--- src/rtl/pixel_fetch_pkg.sv ---
// pixel_fetch_pkg: shared constants and types for the pixel fetch arbiter.
//   PIX_W          - framebuffer word width, {r[2:0],g[2:0],b[2:0]}
//   R_HI..B_LO     - colour field slice positions inside a pixel word
//   gnt_e          - which requester owns the RAM port this cycle
package pixel_fetch_pkg;

   localparam int PIX_W = 9;

   localparam int R_HI = 8;
   localparam int R_LO = 6;
   localparam int G_HI = 5;
   localparam int G_LO = 3;
   localparam int B_HI = 2;
   localparam int B_LO = 0;

   typedef enum logic [1:0] {
      GNT_NONE,
      GNT_FETCH,
      GNT_HOST
   } gnt_e;

endpackage

--- src/rtl/pixel_fetch_arb_fifo.sv ---
// pixel_fifo: synchronous FIFO used as the display prefetch buffer.
//   clk, reset   - clock, synchronous active-high reset
//   push, wdata  - write one entry (ignored when full and not popping)
//   pop, rdata   - rdata shows the head entry; pop advances it (ignored when empty)
//   flush        - empties the FIFO; wins over a same-cycle push
//   level        - number of valid entries, 0..DEPTH
//   empty, full  - level == 0 / level == DEPTH
// DEPTH must be a power of two so the pointers wrap naturally.
module pixel_fifo #(
   parameter int DEPTH = 8,
   parameter int WIDTH = 9,
   parameter int AW    = $clog2(DEPTH)
) (
   input  logic             clk,
   input  logic             reset,
   input  logic             push,
   input  logic             pop,
   input  logic             flush,
   input  logic [WIDTH-1:0] wdata,
   output logic [WIDTH-1:0] rdata,
   output logic [AW:0]      level,
   output logic             empty,
   output logic             full
);

   logic [WIDTH-1:0] r_mem [DEPTH];
   logic [AW-1:0]    r_wptr;
   logic [AW-1:0]    r_rptr;
   logic [AW:0]      r_level;
   logic             w_do_push;
   logic             w_do_pop;

   assign empty = (r_level == '0);
   assign full  = (r_level == (AW+1)'(DEPTH));
   assign level = r_level;
   assign rdata = r_mem[r_rptr];

   assign w_do_pop  = pop & ~empty;
   // A pop in the same cycle frees the slot, so a full FIFO can still accept.
   assign w_do_push = push & (~full | w_do_pop);

   always_ff @(posedge clk) begin
      if (w_do_push) r_mem[r_wptr] <= wdata;
   end

   always_ff @(posedge clk) begin
      if (reset || flush) begin
         r_wptr  <= '0;
         r_rptr  <= '0;
         r_level <= '0;
      end else begin
         if (w_do_push) r_wptr <= r_wptr + AW'(1);
         if (w_do_pop)  r_rptr <= r_rptr + AW'(1);
         case ({w_do_push, w_do_pop})
            2'b10:   r_level <= r_level + (AW+1)'(1);
            2'b01:   r_level <= r_level - (AW+1)'(1);
            default: r_level <= r_level;
         endcase
      end
   end

endmodule

--- src/rtl/pixel_fetch_arb.sv ---
// pixel_fetch_arb: shares a single-port framebuffer RAM between the display
// prefetch path and a host write port, and feeds the dvid encoder one pixel
// per active cycle with sync/blank delayed to match.
//   clk, reset                  - pixel clock, synchronous active-high reset
//   hsync, vsync, blank         - from the timing generator
//   hsync_o, vsync_o, blank_o   - inputs delayed one cycle
//   red, green, blue            - pixel colour aligned with blank_o
//   wr_valid/addr/data, wr_ready- host write port; wr_ready is the same-cycle grant
//   mem_en/we/addr/wdata        - RAM access (at most one per cycle)
//   mem_rdata                   - RAM read data, one cycle after a read
//   underflow                   - sticky: an active pixel found the FIFO empty
// Optional macro PIXEL_FETCH_STATS_EN adds:
//   underflow_count             - saturating count of empty pops
//   host_wait                   - host requesting but not granted
module pixel_fetch_arb
   import pixel_fetch_pkg::*;
#(
   parameter int ADDR_W       = 15,
   parameter int FRAME_PIXELS = 19200,
   parameter int FIFO_DEPTH   = 8,
   parameter int LOW_WATER    = 4
) (
   input  logic              clk,
   input  logic              reset,
   input  logic              hsync,
   input  logic              vsync,
   input  logic              blank,
   output logic              hsync_o,
   output logic              vsync_o,
   output logic              blank_o,
   output logic [2:0]        red,
   output logic [2:0]        green,
   output logic [2:0]        blue,
   input  logic              wr_valid,
   output logic              wr_ready,
   input  logic [ADDR_W-1:0] wr_addr,
   input  logic [PIX_W-1:0]  wr_data,
   output logic              mem_en,
   output logic              mem_we,
   output logic [ADDR_W-1:0] mem_addr,
   output logic [PIX_W-1:0]  mem_wdata,
   input  logic [PIX_W-1:0]  mem_rdata,
`ifdef PIXEL_FETCH_STATS_EN
   output logic [15:0]       underflow_count,
   output logic              host_wait,
`endif
   output logic              underflow
);

   localparam int LVL_W = $clog2(FIFO_DEPTH) + 1;

   localparam logic [LVL_W:0]    DEPTH_C = (LVL_W+1)'(FIFO_DEPTH);
   localparam logic [LVL_W-1:0]  LOW_C   = LVL_W'(LOW_WATER);
   localparam logic [ADDR_W-1:0] FRAME_C = ADDR_W'(FRAME_PIXELS);

   logic              r_vsync;
   logic              r_hsync;
   logic              r_blank;
   logic [PIX_W-1:0]  r_pix;
   logic [ADDR_W-1:0] r_fetch_addr;
   logic              r_inflight;
   logic              r_underflow;

   logic              w_frame_start;
   logic [LVL_W-1:0]  w_level;
   logic [LVL_W:0]    w_credit;
   logic              w_empty;
   logic              w_full;
   logic [PIX_W-1:0]  w_head;
   logic              w_fetch_ok;
   gnt_e              w_gnt;

   assign w_frame_start = vsync & ~r_vsync;

   // Credit counts the read still on its way back, so the FIFO can never
   // be asked to take more than it has room for.
   assign w_credit   = {1'b0, w_level} + {{LVL_W{1'b0}}, r_inflight};
   assign w_fetch_ok = ~w_frame_start & ~w_full &
                       (w_credit < DEPTH_C) & (r_fetch_addr < FRAME_C);

   // Fetch normally yields to the host, but takes the port back whenever the
   // FIFO runs low so active video keeps flowing.
   always_comb begin
      w_gnt = GNT_NONE;
      if (!reset) begin
         if (w_fetch_ok && (w_level < LOW_C || !wr_valid)) w_gnt = GNT_FETCH;
         else if (wr_valid)                               w_gnt = GNT_HOST;
      end
   end

   assign mem_en    = (w_gnt != GNT_NONE);
   assign mem_we    = (w_gnt == GNT_HOST);
   assign wr_ready  = (w_gnt == GNT_HOST);
   assign mem_addr  = (w_gnt == GNT_HOST)  ? wr_addr :
                      (w_gnt == GNT_FETCH) ? r_fetch_addr : '0;
   assign mem_wdata = (w_gnt == GNT_HOST)  ? wr_data : '0;

   // A read that is still in flight when a frame starts lands in the same
   // cycle as the flush; flush wins, so the stale word is dropped.
   pixel_fifo #(
      .DEPTH (FIFO_DEPTH),
      .WIDTH (PIX_W)
   ) u_fifo (
      .clk   (clk),
      .reset (reset),
      .push  (r_inflight),
      .pop   (~blank),
      .flush (w_frame_start),
      .wdata (mem_rdata),
      .rdata (w_head),
      .level (w_level),
      .empty (w_empty),
      .full  (w_full)
   );

   always_ff @(posedge clk) begin
      if (reset) begin
         r_vsync      <= 1'b0;
         r_hsync      <= 1'b0;
         r_blank      <= 1'b0;
         r_pix        <= '0;
         r_fetch_addr <= '0;
         r_inflight   <= 1'b0;
         r_underflow  <= 1'b0;
      end else begin
         r_vsync    <= vsync;
         r_hsync    <= hsync;
         r_blank    <= blank;
         r_inflight <= (w_gnt == GNT_FETCH);

         if (w_frame_start)          r_fetch_addr <= '0;
         else if (w_gnt == GNT_FETCH) r_fetch_addr <= r_fetch_addr + ADDR_W'(1);

         r_pix <= (blank || w_empty) ? '0 : w_head;

         if (!blank && w_empty) r_underflow <= 1'b1;
      end
   end

   assign hsync_o   = r_hsync;
   assign vsync_o   = r_vsync;
   assign blank_o   = r_blank;
   assign red       = r_pix[R_HI:R_LO];
   assign green     = r_pix[G_HI:G_LO];
   assign blue      = r_pix[B_HI:B_LO];
   assign underflow = r_underflow;

`ifdef PIXEL_FETCH_STATS_EN
   logic [15:0] r_ucnt;

   always_ff @(posedge clk) begin
      if (reset) begin
         r_ucnt <= '0;
      end else if (!blank && w_empty && r_ucnt != 16'hFFFF) begin
         r_ucnt <= r_ucnt + 16'd1;
      end
   end

   assign underflow_count = r_ucnt;
   assign host_wait       = wr_valid & ~wr_ready;
`endif

endmodule
--- config.mk ---
export PLATFORM = sky130hd
export DESIGN_NAME = pixel_fetch_arb
export DESIGN_NICKNAME = d
export VERILOG_FILES = /design/src/rtl/pixel_fetch_pkg.sv /design/src/rtl/pixel_fetch_arb_fifo.sv /design/src/rtl/pixel_fetch_arb.sv
export SDC_FILE = /design/constraint.sdc
export NUM_CORES = 1
export LEC_CHECK = 0
export ABC_CLOCK_PERIOD_IN_PS = 2700
export CORE_MARGIN = 2
export CORE_UTILIZATION = 50
export DETAILED_ROUTE_END_ITERATION = 7
export PLACE_DENSITY = 0.75
export SETUP_SLACK_MARGIN = 0.4
export SLEW_MARGIN = 15
export SYNTH_ARGS = -nofsm -noshare
export SYNTH_HDL_FRONTEND = slang
export SYNTH_SLANG_ARGS = --single-unit
--- constraint.sdc ---
create_clock -name clk -period 2.7 [get_ports clk]
set_input_delay 0.54 -clock clk [delete_from_list [all_inputs] [get_ports clk]]
set_output_delay 0.54 -clock clk [all_outputs]
set_load 0.01 [all_outputs]
# Word-level counts from Yosys, hierarchy flattened
# Memories as Yosys holds them, arrays and structs flattened. A register that Yosys moved wholly into a read port is not among the register bits.
# Index checks and enable logic that the tools add are counted.
word_totals:
  reg_bits: 30
  latchBits: 0
  ram_bits: 72
  rom_bits: 0
  inputBits: 39
  elab_cells: 57
  n_memories: 1
classes:
  add_sub_neg: 6
  n_mul: 0
  div_mod_pow: 0
  order_cmp: 3
  eq_ne: 5
  shifts: 0
  muxes: 9
  bitwise: 12
  n_reduce_logical: 12
memory_table:
  columns: ["name", "depth", "word_bits", "rd", "rd_ports_with_merged_regs", "write_ports", "line_no", "source"]
  rows:
  - ["u_fifo.r_mem", 8, 9, 1, 1, 1, "pixel_fetch_arb_fifo.sv:26", "logic [WIDTH-1:0] r_mem [DEPTH];"]
op_table:
  columns: ["operator", "n"]
  rows:
  - ["two-way mux 15 bit", 2]
  - ["adder 15 x 1 -> 15 bit (second input constant)", 1]
  - ["less-than comparator 15 bit (second input constant)", 1]
  - ["two-way mux 9 bit", 1]
  - ["case mux 4 bit (2 select lines)", 1]
  - ["adder 3 x 1 -> 3 bit (second input constant)", 2]
  - ["bitwise AND 1 bit", 6]
  - ["two-way mux 2 bit", 3]
  - ["adder 4 x 1 -> 5 bit", 1]
  - ["less-than comparator 5 x 4 -> 1 bit (second input constant)", 1]
  - ["inverter 1 bit", 5]
  - ["adder 4 x 1 -> 4 bit (second input constant)", 1]
  - ["equality test 2 x 1 -> 1 bit (second input constant)", 2]
  - ["equality test 2 bit (second input constant)", 2]
  - ["equality test 4 bit (second input constant)", 1]
  - ["zero test 4 bit", 1]
  - ["less-than comparator 4 x 3 -> 1 bit (second input constant)", 1]
  - ["nonzero test 2 bit", 2]
  - ["OR reduction 2 bit", 2]
  - ["subtractor 4 x 1 -> 4 bit (second input constant)", 1]
  - ["logical OR 1 bit", 3]
  - ["logical AND 1 bit", 2]
  - ["zero test 1 bit", 2]
  - ["two-way mux 1 bit", 2]
  - ["bitwise OR 1 bit", 1]

# Longest topological paths before layout
# Gate-level depths: netlist (run 1).
logic_depth:
  word_depth: 12
  ltp_mapped: 8
  mapped_depth_nobuf: 8

# Cells and area by module
# From an unflattened synthesis (run 1), not the netlist that was laid out.
unflattened:
  hier_cells: 361
  area_unflattened_um2: 5016.1
modules_own_cells:
  columns: ["module", "n_inst", "cells_per_inst", "area_each_um2", "seq_area_each_um2"]
  rows:
  - ["pixel_fifo", 1, 189, 3507.1, 2422.3]
  - ["pixel_fetch_arb", 1, 172, 1508.9, 580.6]

# Least setup slack after synthesis (run 1)
# OpenSTA, ideal clock, no wires.
synth_path:
  kind: "reg2reg"
  start: "register u_fifo.r_level[3], in the netlist u_fifo.level[3]"
  end: "register u_fifo.r_level[3], in the netlist u_fifo.level[3]"
  setup_time_ps: 63
  t_arrival_ps: 2220
  required_ps: 2637
  slack_ps: 418
  stages_incl_launch_ff: 9
  synth_period_minus_slack_ps: 2282
  path_cell_list: "dfxtp_1 > or4_1 > nand2_1 > inv_1 > ha_1 > a21o_1 > a2111oi_0 > a22oi_1 > nand3_1"
synth_via:
  elab_chain_cells: 7
  elab_cells_between_ends: 13
  cone_classes: "add/sub (2); eq/ne (3); mux (1); bitwise (5); reduce/logical (2)"
synth_rtl:
  columns: ["item", "line_no", "source"]
  rows:
  - ["start: declaration", "pixel_fetch_arb_fifo.sv:29", "logic [AW:0] r_level;"]
  - ["start signal: assignment", "pixel_fetch_arb_fifo.sv:55", "2'b10: r_level <= r_level + (AW+1)'(1);"]
  - ["start signal: assignment", "pixel_fetch_arb_fifo.sv:56", "2'b01: r_level <= r_level - (AW+1)'(1);"]
  - ["start signal: assignment", "pixel_fetch_arb_fifo.sv:57", "default: r_level <= r_level;"]
  - ["zero test 4 bit", "pixel_fetch_arb_fifo.sv:33", "assign empty = (r_level == '0);"]
  - ["inverter 1 bit", "pixel_fetch_arb_fifo.sv:38", "assign w_do_pop = pop & ~empty;"]
  - ["bitwise AND 1 bit", "pixel_fetch_arb_fifo.sv:38", null]
  - ["bitwise OR 1 bit", "pixel_fetch_arb_fifo.sv:40", "assign w_do_push = push & (~full | w_do_pop);"]
  - ["bitwise AND 1 bit", "pixel_fetch_arb_fifo.sv:40", null]
  - ["equality test 2 x 1 -> 1 bit or equality test 2 bit (tied branches)", "pixel_fetch_arb_fifo.sv:54", "case ({w_do_push, w_do_pop})"]
  - ["case mux 4 bit (2 select lines) or nonzero test 2 bit (tied branches)", null, null]
# Parallel ways exist; a longest one is shown, timed or not.
# A chain may end at the register's enable or synchronous reset.

# Final worst setup path (run 1)
layout_path:
  start: "register r_fetch_addr[8]"
  end: "output port mem_addr[14]"
layout_via:
  elab_chain_cells: 8
  elab_cells_between_ends: 9
  cone_classes: "order compare (1); eq/ne (2); mux (4); bitwise (1); reduce/logical (1)"
layout_rtl:
  columns: ["item", "line_no", "source"]
  rows:
  - ["start: declaration", "pixel_fetch_arb.sv:60", "logic [ADDR_W-1:0] r_fetch_addr;"]
  - ["start signal: assignment", "pixel_fetch_arb.sv:132", "else if (w_gnt == GNT_FETCH) r_fetch_addr <= r_fetch_addr + ADDR_W'(1);"]
  - ["less-than comparator 15 bit (*)", "pixel_fetch_arb.sv:79", "(w_credit < DEPTH_C) & (r_fetch_addr < FRAME_C);"]
  - ["bitwise AND 1 bit (*)", "pixel_fetch_arb.sv:79", null]
  - ["logical AND 1 bit (*)", "pixel_fetch_arb.sv:86", "if (w_fetch_ok && (w_level < LOW_C || !wr_valid)) w_gnt = GNT_FETCH;"]
  - ["two-way mux 2 bit (*)", "pixel_fetch_arb.sv:86", null]
  - ["two-way mux 2 bit (*)", "pixel_fetch_arb.sv:85", "if (!reset) begin"]
  - ["equality test 2 x 1 -> 1 bit", "pixel_fetch_arb.sv:95", "(w_gnt == GNT_FETCH) ? r_fetch_addr : '0;"]
  - ["two-way mux 15 bit", "pixel_fetch_arb.sv:95", null]
  - ["two-way mux 15 bit (*)", "pixel_fetch_arb.sv:94", "assign mem_addr = (w_gnt == GNT_HOST) ? wr_addr :"]
  - ["end: declaration", "pixel_fetch_arb.sv:40", "output logic [ADDR_W-1:0] mem_addr,"]
# Every way passes the cells marked *; elsewhere a longest branch is shown, timed or not.

==> run summary, run 1 <==
Headroom to the max-slew limit came out at 35.5%. The tools report the worst setup path startpoint as r_fetch_addr[8]. The run gives 1 as the final setup violation count.

The critical path is of the flip-flop to output pin type. In the post-synthesis netlist, the biggest area contributors are sky130_fd_sc_hd__edfxtp_1 (46%), sky130_fd_sc_hd__dfxtp_1 (17%), sky130_fd_sc_hd__mux4_2 (8.6%), sky130_fd_sc_hd__a22o_1 (2.8%), sky130_fd_sc_hd__mux2i_1 (2.5%). The logs give 6970 um for the half-perimeter wire length of the detailed placement result and 2 for the number of buffers on the longest clock path. Data on the critical path arrives at its endpoint at 2220 ps.

The run gives 62.4% as the part of the Yosys area used for sequential elements. The tools report the smallest setup slack after layout as -63.8 ps. The power per cell area is 519 nW/um2. The number of clock sinks seen by CTS was 111.

Total of hold buffers inserted after clock tree synthesis: 0. The number of max-slew violations in the final report came out at 0. The tools report the fmax as 362 MHz.

The final layout contains routed wiring with a total length of 10500 um. The detail route stage leaves a number of antenna-violating nets equal to 0. The first TritonRoute pass finished after 7 iterations. TritonCTS created 9 clock buffers.

The area inside the core boundary is 9200 um2, and the layout-stage area growth over the synthesis result is 32.1%. The count of max-cap constraint violations was 0. VDD sags by at most 260 uV.

The flow ran to the end, but the final reports show violations. The tools report the setup skew after layout as 20.7 ps. The repair_antennas step left the layout with diodes totalling 0. The insertion delay of the later-clocked pin in the worst-skew pair was 390 ps. The transition time of the tightest slew-check pin is 963 ps. Measured on the finished design, the core utilization comes to 67.8%.

Of the post-synthesis cell area, the dominant cell type holds 45.8%. Cells with a size suffix above 1 make up 29.6% of the layout. After clock tree synthesis, the clock-pin slew on the worst setup and hold paths is 110 ps. After the first detailed-routing iteration, the DRC count stood at 136. The worst hold path belongs to the class flip-flop to flip-flop. The maximum level of the CTS H-tree was 3.

The commonest cells after synthesis are sky130_fd_sc_hd__edfxtp_1 (72), sky130_fd_sc_hd__dfxtp_1 (39), sky130_fd_sc_hd__nor2_1 (30). The worst hold path passes through 2 cells. Using the TritonRoute via totals, the vias-per-cell ratio works out to 5.79.

The final reports fail on setup timing. The die covers 10200 um2. The capture point of the worst path is mem_addr[14]. At the end of the flow, the number of nets in the layout was 506. The tools report the count of different cell masters after synthesis as 49.

The most common cell in the synthesized netlist is sky130_fd_sc_hd__edfxtp_1. Of all flip-flops after synthesis, the portion carrying an async set or reset was 0%. Yosys mapped a number of flops with a built-in enable equal to 72. Hold violation count in the final report: 0. The maximum number of pins on one net before global-route repair came out at 24.

The endpoint class of the critical path is an output pin. The most instantiated flip-flop cell in the synthesis netlist is sky130_fd_sc_hd__edfxtp_1. The tools report the I/O pin count as 79. The logs give -63.8 ps for the accumulated negative setup slack and 0 for the count of warnings emitted by yosys. The count of input and output buffers was 78; the reported leakage power was 2.20 nW. In this run the critical register-to-register path is launched from u_fifo.level[2]. When the netlist entered floorplanning its net count stood at 390. Across all layers, the routed design uses 3342 vias.

The die is 101 um tall. Routability-driven placement finished with a final weighted congestion of 0.781. TritonCTS built the clock tree. STA classifies the critical path startpoint as a flip-flop.

In the synthesized netlist, the number of instances is 345. The tools report the wire length of the first global-routing pass as 16100 um. Each instance of the synthesized netlist takes up on average 13.7 um2.

The number of global-route vias before repair is 3137. In this run the clock root is driven by a sky130_fd_sc_hd__clkbuf_8. In the routed design, unresolved DRC markers number 0. The tools report the total congestion overflow as 0. Synthesis inferred 111 register bits.

Setup repair after global routing could not meet its margin everywhere. The initial antenna violation count is 0, and the starting utilization of the core area is 51.3%. The summed instance area of the synthesized netlist came out at 4720 um2. The shortest period the worst path allows was 2760 ps; the average wire per cell in the routed design was 18.3 um.

For flop-to-flop paths, the worst setup slack is 500 ps. The depth of the most critical reg-to-reg path came out at 9. The horizontal die dimension was 101 um.

Final period utilization: 102%. The initialized floorplan defines 35 standard-cell rows. Global routing used 20.9% of the available tracks. The largest total area in the synthesized netlist belongs to sky130_fd_sc_hd__edfxtp_1. The reg-to-reg critical path endpoint was u_fifo.level[3]. The highest net fanout along the worst path is 6, and the required time of the worst setup path is 2160 ps.
-- state kept, by name, indices dropped and copies added (netlist names) --
| register | count |
|---|---|
| underflow | 1 |
| u_fifo.r_wptr | 3 |
| r_fetch_addr | 15 |
| vsync_o | 1 |
| blank_o | 1 |
| r_pix | 9 |
| u_fifo.r_mem | 72 |
| u_fifo.level | 4 |
| u_fifo.r_rptr | 3 |
| r_inflight | 1 |
| hsync_o | 1 |
-- critical path, stage by stage (launching register included) --
cell                        delay, ps
sky130_fd_sc_hd__dfxtp_4          370
sky130_fd_sc_hd__a2111oi_4        400
sky130_fd_sc_hd__o221a_2          290
sky130_fd_sc_hd__a21oi_4           70
sky130_fd_sc_hd__buf_12           140
sky130_fd_sc_hd__buf_8            120
sky130_fd_sc_hd__buf_6            110
sky130_fd_sc_hd__a22o_1           210
sky130_fd_sc_hd__buf_2            140
-- report_power, final --
| group | internal, mW | total, mW | switching, mW |
|---|---|---|---|
| Clock | 0.374 | 1.00 | 0.630 |
| Sequential | 1.83 | 1.85 | 0.0167 |
| Combinational | 0.206 | 0.379 | 0.174 |
| Total | 2.41 | 3.23 | 0.820 |
-- per-stage QoR --
stage | total power, mW | cells | area, um2 | setup WS, ps | hold WS, ps
detailed placement | 2.23 | 544 | 5790 | -333 | 497
CTS | 3.23 | 570 | 6100 | -56.9 | 512
global route | 3.34 | 577 | 6230 | -119 | 531
finish | 3.23 | 577 | 6230 | -63.8 | 506
floorplan | 2.05 | 345 | 4720 | 418 | 462
global placement | 2.22 | 544 | 5790 | -252 | 476
-- how the worst min path moves through the flow --
stage | startpoint | endpoint
detailed placement | u_fifo.r_wptr[0] | u_fifo.r_wptr[0]
CTS | u_fifo.r_wptr[0] | u_fifo.r_wptr[0]
finish | u_fifo.r_wptr[0] | u_fifo.r_wptr[0]
global placement | u_fifo.r_wptr[0] | u_fifo.r_wptr[0]
floorplan | u_fifo.r_wptr[0] | u_fifo.r_wptr[0]
global route | u_fifo.r_wptr[0] | u_fifo.r_wptr[0]
-- timing repair --
action | 4_1_cts | 5_1_grt
buffers inserted | 8 | 7
cloned | 2 | 0
pin swaps | 19 | 20
resized for setup | 143 | 19
endpoints found under the setup margin | 28 | 28
-- logic make-up (layout without fill, tap and decap cells) --
logic type	count (synthesis)	after routing	synth area share, %
mux	31	31	11.4
fa+ha+maj	6	6	1.75
simple gates	105	105	11.6
buf+inv	24	145	2.09
compound gates	63	63	9.89
xor+xnor	5	5	0.928
flops	111	111	62.4
-- layout make-up --
type                            count  area [um2]
Inverter                            9        33.8
Timing Repair Buffer              120        1130
Clock buffer                        9         124
Clock inverter                      7        82.6
Tap cell                          111         139
Multi-Input combinational cell    210        1770
Fill cell                         653        2960
Sequential cell                   111        2960
-- layout by cell type, fill, tap and decap left out, drive strengths merged, types with 12 or more instances in the layout --
cell type and n:
nand2 14, a21oi 19, nand3 12, buf 69, edfxtp 72, mux4 18, mux2i 12, inv 13
clkdlybuf4s50 50, nor2 31, dfxtp 39, a22o 15
-- layer usage --
layer  GRT usage (%)  wire [um]  vias up  part of all wire [%]
li1                -          -     1557                     -
met1            27.6       4480     1671                    42
met2            34.7       5420      106                    51
met3            4.83        548        8                   5.2
met4            6.34         87        0                  0.83
met5               0          0        -                     0
(Power assumes the default switching activity.)
==> run 2: changes to the inputs <==
--- a/config.mk
+++ b/config.mk
@@ -7,10 +7,11 @@
 export LEC_CHECK = 0
 export ABC_CLOCK_PERIOD_IN_PS = 2700
 export CORE_MARGIN = 2
-export CORE_UTILIZATION = 50
+export CORE_UTILIZATION = 35
 export DETAILED_ROUTE_END_ITERATION = 7
-export PLACE_DENSITY = 0.75
+export PLACE_DENSITY = 0.55
 export SETUP_SLACK_MARGIN = 0.4
+export SKIP_LAST_GASP = 1
 export SLEW_MARGIN = 15
 export SYNTH_ARGS = -nofsm -noshare
 export SYNTH_HDL_FRONTEND = slang
==> run 2 against run 1 <==
- final area increased by 2.5%
- first-iteration DRC count increased by 34%
- largest cell class unchanged
- wire length increased by 1.5%
- register-to-register slack improved by 20 ps
- the flow now finishes without violations
- clock power increased by 38%
- worst setup slack improved by 160 ps
==> run summary, run 2 (synthesized netlist as in run 1, its figures left out) <==
The tools report the number of clock sinks seen by CTS as 111 (unchanged). The worst setup path is captured at an output pin. Counting flops per register, the top entry is u_fifo.r_mem.

The largest registers in the layout are u_fifo.r_mem: 72 flops, r_fetch_addr: 15 flops, r_pix: 9 flops. For the setup skew after layout, the log shows 6.27 ps (-14.4 ps). The mean number of vias per cell is 5.06 (-13%).

The fill cell total of the finished layout is 1173 (+80%), and the share of layout cells above drive strength 1 is 28.9% (-0.67 points). The tools report the largest voltage drop on the vdd net as 312 uV (+20%). The run finished with clean final reports.

The top cell types in the final layout, fill and taps aside, are sky130_fd_sc_hd__edfxtp_1 (72), sky130_fd_sc_hd__clkdlybuf4s50_1 (50), sky130_fd_sc_hd__dfxtp_1 (33). Clock input transition at the sequential cells of the worst setup and hold paths: 80 ps (-30 ps). The number of buffers on the longest clock path is 2 (unchanged), and the count of nets after finishing is 503 (-0.59%). The tools report the number of global-route vias before repair as 3174 (+1.2%). For the worst endpoint data arrival time, the log shows 2070 ps (-150 ps). The tools report the insertion delay of the later-clocked pin in the worst-skew pair as 350 ps (-40 ps). The worst setup path is launched from a flip-flop. The run gives 48.5% (-19 points) as the final core area utilization. Setup repair after global routing could not meet its margin everywhere.

The horizontal die dimension came out at 120 um (+19%). The tools report the root buffer cell as sky130_fd_sc_hd__clkbuf_16. The library cell used most frequently in the layout, excluding fill and tap cells, is sky130_fd_sc_hd__edfxtp_1. The logs give 0 (unchanged) for the final antenna-violating net count and 0 (unchanged) for the antenna diode instance count. The run gives 0 (unchanged) as the total congestion overflow. The power after layout came out at 3.60 mW (+11%).

The layout-stage area growth over the synthesis result is 35.4%, and the flip-flop count of the largest register after layout is 72 (unchanged). The initial antenna violation count was 0 (unchanged); the number of buffers added by the clock tree synthesis step was 9 (unchanged). For the accumulated negative setup slack, the log shows 0 ps (+63.8 ps). The relative slew slack was 31.5% (-4.1 points).

The global router's overall resource usage is 15.4% (-5.5 points). The run gives 6390 um2 (+2.5%) as the cell area after layout. The transition time of the tightest slew-check pin was 1020 ps (+61.0 ps); the I/O pin count was 79 (unchanged). The run gives 182 (+34%) as the iteration-0 DRC count of the detailed router. The post-detailed-placement cell area was 5880 um2 (+1.5%).

The shortest period the worst path allows works out to 2610 ps (-157 ps). Fmax: 384 MHz (+6.0%). The area of the die was 14400 um2 (+41%); the DRC violation count after routing was 0 (unchanged). The starting utilization of the core area is 35.8% (-16 points), and the reported leakage power is 2.22 nW (+1.1%). The maximum level of the CTS H-tree came out at 3 (unchanged). The die boundary height is 120 um (+19%). Hold violation count in the final report: 0 (unchanged).

The wire length of the first global-routing pass is 16800 um (+4.2%). The logs give 0 (unchanged) for the number of max-slew violations in the final report and 0 (-1) for the final setup violation count. The power per cell area is 563 nW/um2 (+8.6%). The total detailed-routing wirelength is 10700 um (+1.5%), and the final RePlAce weighted congestion is 0.771 (-1.3%). The category of the critical setup timing path was flip-flop to output pin.

The final period utilization came out at 96.5% (-5.8 points). The highest net fanout along the worst path was 7 (+1); the half-perimeter wire length of the detailed placement result was 7080 um (+1.5%). The maximum number of pins on one net before global-route repair was 24 (unchanged). The worst hold path belongs to the class flip-flop to flip-flop. The minimum hold slack came out at 480 ps (-26.2 ps). The average wire per cell in the routed design is 16.7 um (-8.3%), and the first-pass detailed-route iteration total is 4 (-3). The count of vias placed by the detailed router was 3232 (-3.3%); the placement row count was 42 (+20%).

The count of max-cap constraint violations was 0 (unchanged); the count of input and output buffers was 78 (unchanged). The run gives 13200 um2 (+43%) as the area inside the core boundary. For the required time of the worst setup path, the log shows 2160 ps (about the same).

TritonCTS built the clock tree.
[run 2: cell count changes in the layout (fill, tap and decap cells not counted), sizes merged]
cell      before  now
clkinvlp       1    2
clkinv         2    1
bufinv         0    1
inv           13   12
buf           69   66
[run 2: metal layers]
| layer | wire [um] | GRT usage (%) | share of wire (%) |
|---|---|---|---|
| met4 | 145 | 5.00 | 1.4 |
| met5 | 0 | 0 | 0 |
| met3 | 369 | 3.99 | 3.4 |
| met1 | 4760 | 20.0 | 44 |
| met2 | 5430 | 25.0 | 51 |
[run 2: report_power, final]
group | total (mW) | leakage [nW] | switching (mW) | internal (mW)
combinational | 0.372 | 1.11 | 0.169 | 0.202
sequential | 1.85 | 0.971 | 0.0157 | 1.83
clock | 1.38 | 0.147 | 0.639 | 0.741
[run 2: stage by stage]
stage	std cells	worst slack, ps
floorplan	345	418
global placement	610	-279
detailed placement	610	-305
CTS	634	97.5
global route	639	20.8
finish	639	93.2
[run 2: final timing paths]
kind	start	cells past startpoint	slack [ps]	end
max	r_fetch_addr[9]	7	90	mem_addr[7]
min	underflow	2	480	underflow
max reg2reg	u_fifo.level[2]	9	520	u_fifo.level[3]
min reg2reg	underflow	2	480	underflow
[run 2: timing repair]
action | 4_1_cts | 5_1_grt
setup endpoints to repair | 28 | 46
buffers inserted | 5 | 5
pin swaps | 30 | 7
cloned | 3 | 0
hold buffers | 0 | 0
resized for setup | 140 | 13
[run 2: layout make-up]
cell class              count  area, um2  area share, %
clock buffers               9        225           3.52
flip-flops and latches    111       2960           46.2
well taps                 176        220           3.45
inverters                   9       33.8          0.529
clock inverters             7       90.1           1.41
multi-input cells         210       1750           27.3
repair buffers            117       1120           17.5
[run 2: worst max-delay path, cell delays in order (launching register included)]
cell and delay (ps):
sky130_fd_sc_hd__dfxtp_2 340, sky130_fd_sc_hd__a2111oi_4 390, sky130_fd_sc_hd__o221a_2 290, sky130_fd_sc_hd__a21oi_4 80, sky130_fd_sc_hd__buf_12 150, sky130_fd_sc_hd__buf_12 130, sky130_fd_sc_hd__a22o_1 210, sky130_fd_sc_hd__buf_2 140
==> run 3: changes to the inputs <==
--- a/config.mk
+++ b/config.mk
@@ -6,7 +6,6 @@
 export NUM_CORES = 1
 export LEC_CHECK = 0
 export ABC_CLOCK_PERIOD_IN_PS = 2700
-export CORE_MARGIN = 2
 export CORE_UTILIZATION = 35
 export DETAILED_ROUTE_END_ITERATION = 7
 export PLACE_DENSITY = 0.55
==> run 3 against run 2 <==
- count of clock-buffer cells in the layout grew 1
- register-to-register slack got worse by 20 ps
- final area is 2.5% lower
- total power fell by 2.6%
- critical path type unchanged
- highest routed layer unchanged
- final cell count fell by 0.47%
- critical path depth stayed put
- sequential cell count did not move
- wire length decreased by 2.7%
- die area down 3.3%
- combinational power fell by 5.9%
- clock skew increased by 5.4 ps
- non-clock buffer count is 3 lower
==> run summary, run 3 (synthesized netlist as in run 1, its figures left out) <==
The largest voltage drop on the vdd net is 305 uV (-2.4%), and the transition time of the tightest slew-check pin is 1030 ps (+10.1 ps). The area inside the core boundary was 13200 um2 (unchanged); the share of layout cells above drive strength 1 was 25.7% (-3.3 points). The run gives 0 (unchanged) as the antenna diode instance count. The run gives 0.818 (+6.2%) as the final RePlAce weighted congestion.

The number of global-route vias before repair is 3155 (-0.60%), and the iteration-0 DRC count of the detailed router is 129 (-29%). The top cell types in the final layout, fill and taps aside, are sky130_fd_sc_hd__edfxtp_1 (72), sky130_fd_sc_hd__clkdlybuf4s50_1 (50), sky130_fd_sc_hd__dfxtp_1 (35). The number of buffers on the longest clock path came out at 2 (unchanged).

The logs give 0 (unchanged) for the DRC violation count after routing and 0 (unchanged) for the count of max-cap constraint violations. In the final layout, the registers with the most flip-flops are u_fifo.r_mem: 72 flops, r_fetch_addr: 15 flops, r_pix: 9 flops. The tools report the cell area after layout as 6230 um2 (-2.5%).

The number of max-slew violations in the final report was 0 (unchanged); the mean number of vias per cell was 5.04 (-0.43%). The highest net fanout along the worst path came out at 8 (+1). The power per cell area is 563 nW/um2 (about the same).

The nature of the critical path startpoint was a flip-flop. The flow ran to the end, and the final reports show no timing, DRC or antenna violations. The hold violation count in the final report came out at 0 (unchanged).

For the worst endpoint data arrival time, the log shows 2020 ps (-50 ps). The clock input transition at the sequential cells of the worst setup and hold paths is 70 ps (about the same). The number of clock sinks seen by CTS is 111 (unchanged). The tools report the total of hold buffers inserted after clock tree synthesis as 0 (unchanged).

The buffer and inverter count on the worst path was 3 (unchanged); the total detailed-routing wirelength was 10400 um (-2.7%). The average wire per cell in the routed design works out to 16.4 um (-2.3%). On the critical path, the stage with the largest delay is an instance of sky130_fd_sc_hd__a2111oi_4. The area of the die is 14000 um2 (-3.3%). The count of input and output buffers was 78 (unchanged). The final antenna-violating net count was 0 (unchanged). The first-pass detailed-route iteration total is 5 (+1), and the initial antenna violation count is 0 (unchanged). The kind of cell with the highest combined delay on the critical path is compound AO/OA/AOI/OAI gates.

The placement row count is 42 (unchanged), and the horizontal die dimension is 118 um (-1.7%). The wire length of the first global-routing pass is 16700 um (-0.54%), and the count of nets after finishing is 500 (-0.60%). The run gives 15.8% (+0.44 points) as the global router's overall resource usage. Die boundary height: 118 um (-1.7%).

TritonCTS built the clock tree. The worst setup path is of the flip-flop to output pin kind. The final setup violation count came out at 0 (unchanged). The longest individual stage delay on the worst path is 370 ps (-20 ps).

Leaving out fill and tap cells, the most frequent cell in the layout is sky130_fd_sc_hd__edfxtp_1. The relative slew slack is 30.8% (-0.68 points). From synthesis to final layout, the design area changed by 32.0%.

Ranked by flip-flop count, first place goes to u_fifo.r_mem. The classification of the worst-slack hold path is flip-flop to flip-flop. The setup skew after layout came out at 11.7 ps (+5.45 ps). The insertion delay of the later-clocked pin in the worst-skew pair was 360 ps (about the same).

The tools report the reported leakage power as 2.18 nW (-1.8%). Setup repair after global routing could not meet its margin everywhere. The final period utilization was 94.9% (-1.7 points); the slack of the worst reg-to-reg path was 500 ps (-20 ps). Count of vias placed by the detailed router: 3203 (-0.90%). The logs give 24 (unchanged) for the maximum number of pins on one net before global-route repair and 2160 ps (about the same) for the required time of the worst setup path.

The flip-flop count of the largest register after layout is 72 (unchanged), and the starting utilization of the core area is 35.8% (unchanged). The post-detailed-placement cell area is 5910 um2 (+0.64%). The number of buffers added by the clock tree synthesis step was 9 (unchanged); the half-perimeter wire length of the detailed placement result was 7070 um (-0.16%). The fmax was 390 MHz (+1.8%). Traced cell by cell, the critical path runs through a2111oi_4, o221a_2, a21oi_4, buf_6, buf_12, a22o_1, buf_2. The accumulated negative setup slack is 0 ps (unchanged). The run gives 3 (unchanged) as the maximum level of the CTS H-tree. For the I/O pin count, the log shows 79 (unchanged). Endpoint class of the critical path: an output pin. Clock tree synthesis selected as its root buffer the cell sky130_fd_sc_hd__clkbuf_16.

The shortest period the worst path allows is 2560 ps (-44.9 ps), and the total congestion overflow is 0 (unchanged).
==> run 3: cell types whose count changed in the layout (fill, tap and decap cells not counted), moves of 8 or more <==
cell | before | now
sky130_fd_sc_hd__buf_2 | 16 | 24
sky130_fd_sc_hd__buf_6 | 15 | 4
sky130_fd_sc_hd__and2_1 | 0 | 9
sky130_fd_sc_hd__and2_4 | 9 | 0
==> run 3: worst reg2reg max path, delay by kind of cell, from the launching register on <==
kind                     cells  cell delay [ps]
AND/OR/NAND/NOR              3              700
AO/OA/AOI/OAI                3              640
flip-flops                   1              340
adder cells (fa/ha/maj)      1              270
buffers and inverters        2              210
==> run 3: final timing paths <==
path	to	startpoint	depth (start not counted)
worst min register to register	u_fifo.r_wptr[0]	u_fifo.r_wptr[0]	2
worst min-delay path	u_fifo.r_wptr[0]	u_fifo.r_wptr[0]	2
worst max-delay path	mem_addr[4]	r_fetch_addr[8]	7
worst max register to register	u_fifo.level[3]	u_fifo.level[1]	9
==> run 3: routing by layer <==
| metal | GRT usage, % | wire [um] |
|---|---|---|
| met1 | 20.6 | 4840 |
| met2 | 25.5 | 5050 |
| met3 | 2.62 | 298 |
| met4 | 7.85 | 218 |
| met5 | 0 | 0 |
==> run 3: timing repair <==
| item | CTS | global route |
|---|---|---|
| endpoints found under the setup margin | 28 | 28 |
| buffers inserted | 4 | 0 |
| cloned | 1 | 0 |
| pin swaps | 19 | 3 |
| resized for setup | 125 | 2 |
==> run 3: through the flow <==
step	total power [mW]	utilization [%]	setup slack (ps)	instances	hold slack [ps]
2_1_floorplan	2.05	-	418	345	462
3_3_place_gp	2.23	44.8	-351	615	476
3_5_place_dp	2.23	44.8	-398	615	495
4_1_cts	3.54	47.1	133	636	506
5_1_grt	3.65	47.2	73.4	636	528
6_report	3.51	47.2	138	636	501
==> run 3: power by group <==
group / switching, mW / internal, mW / leakage [nW]
combinational: 0.163 / 0.187 / 1.08
sequential: 0.0181 / 1.84 / 0.970
clock: 0.652 / 0.651 / 0.139
==> run 3: cell type report <==
| type | instances | area (um2) |
|---|---|---|
| well taps | 176 | 220 |
| multi-input cells | 210 | 1740 |
| repair buffers | 114 | 998 |
| clock buffers | 10 | 229 |
| fillers | 1187 | 6960 |
| clock inverters | 6 | 63.8 |
| flip-flops and latches | 111 | 2950 |
| inverters | 9 | 33.8 |
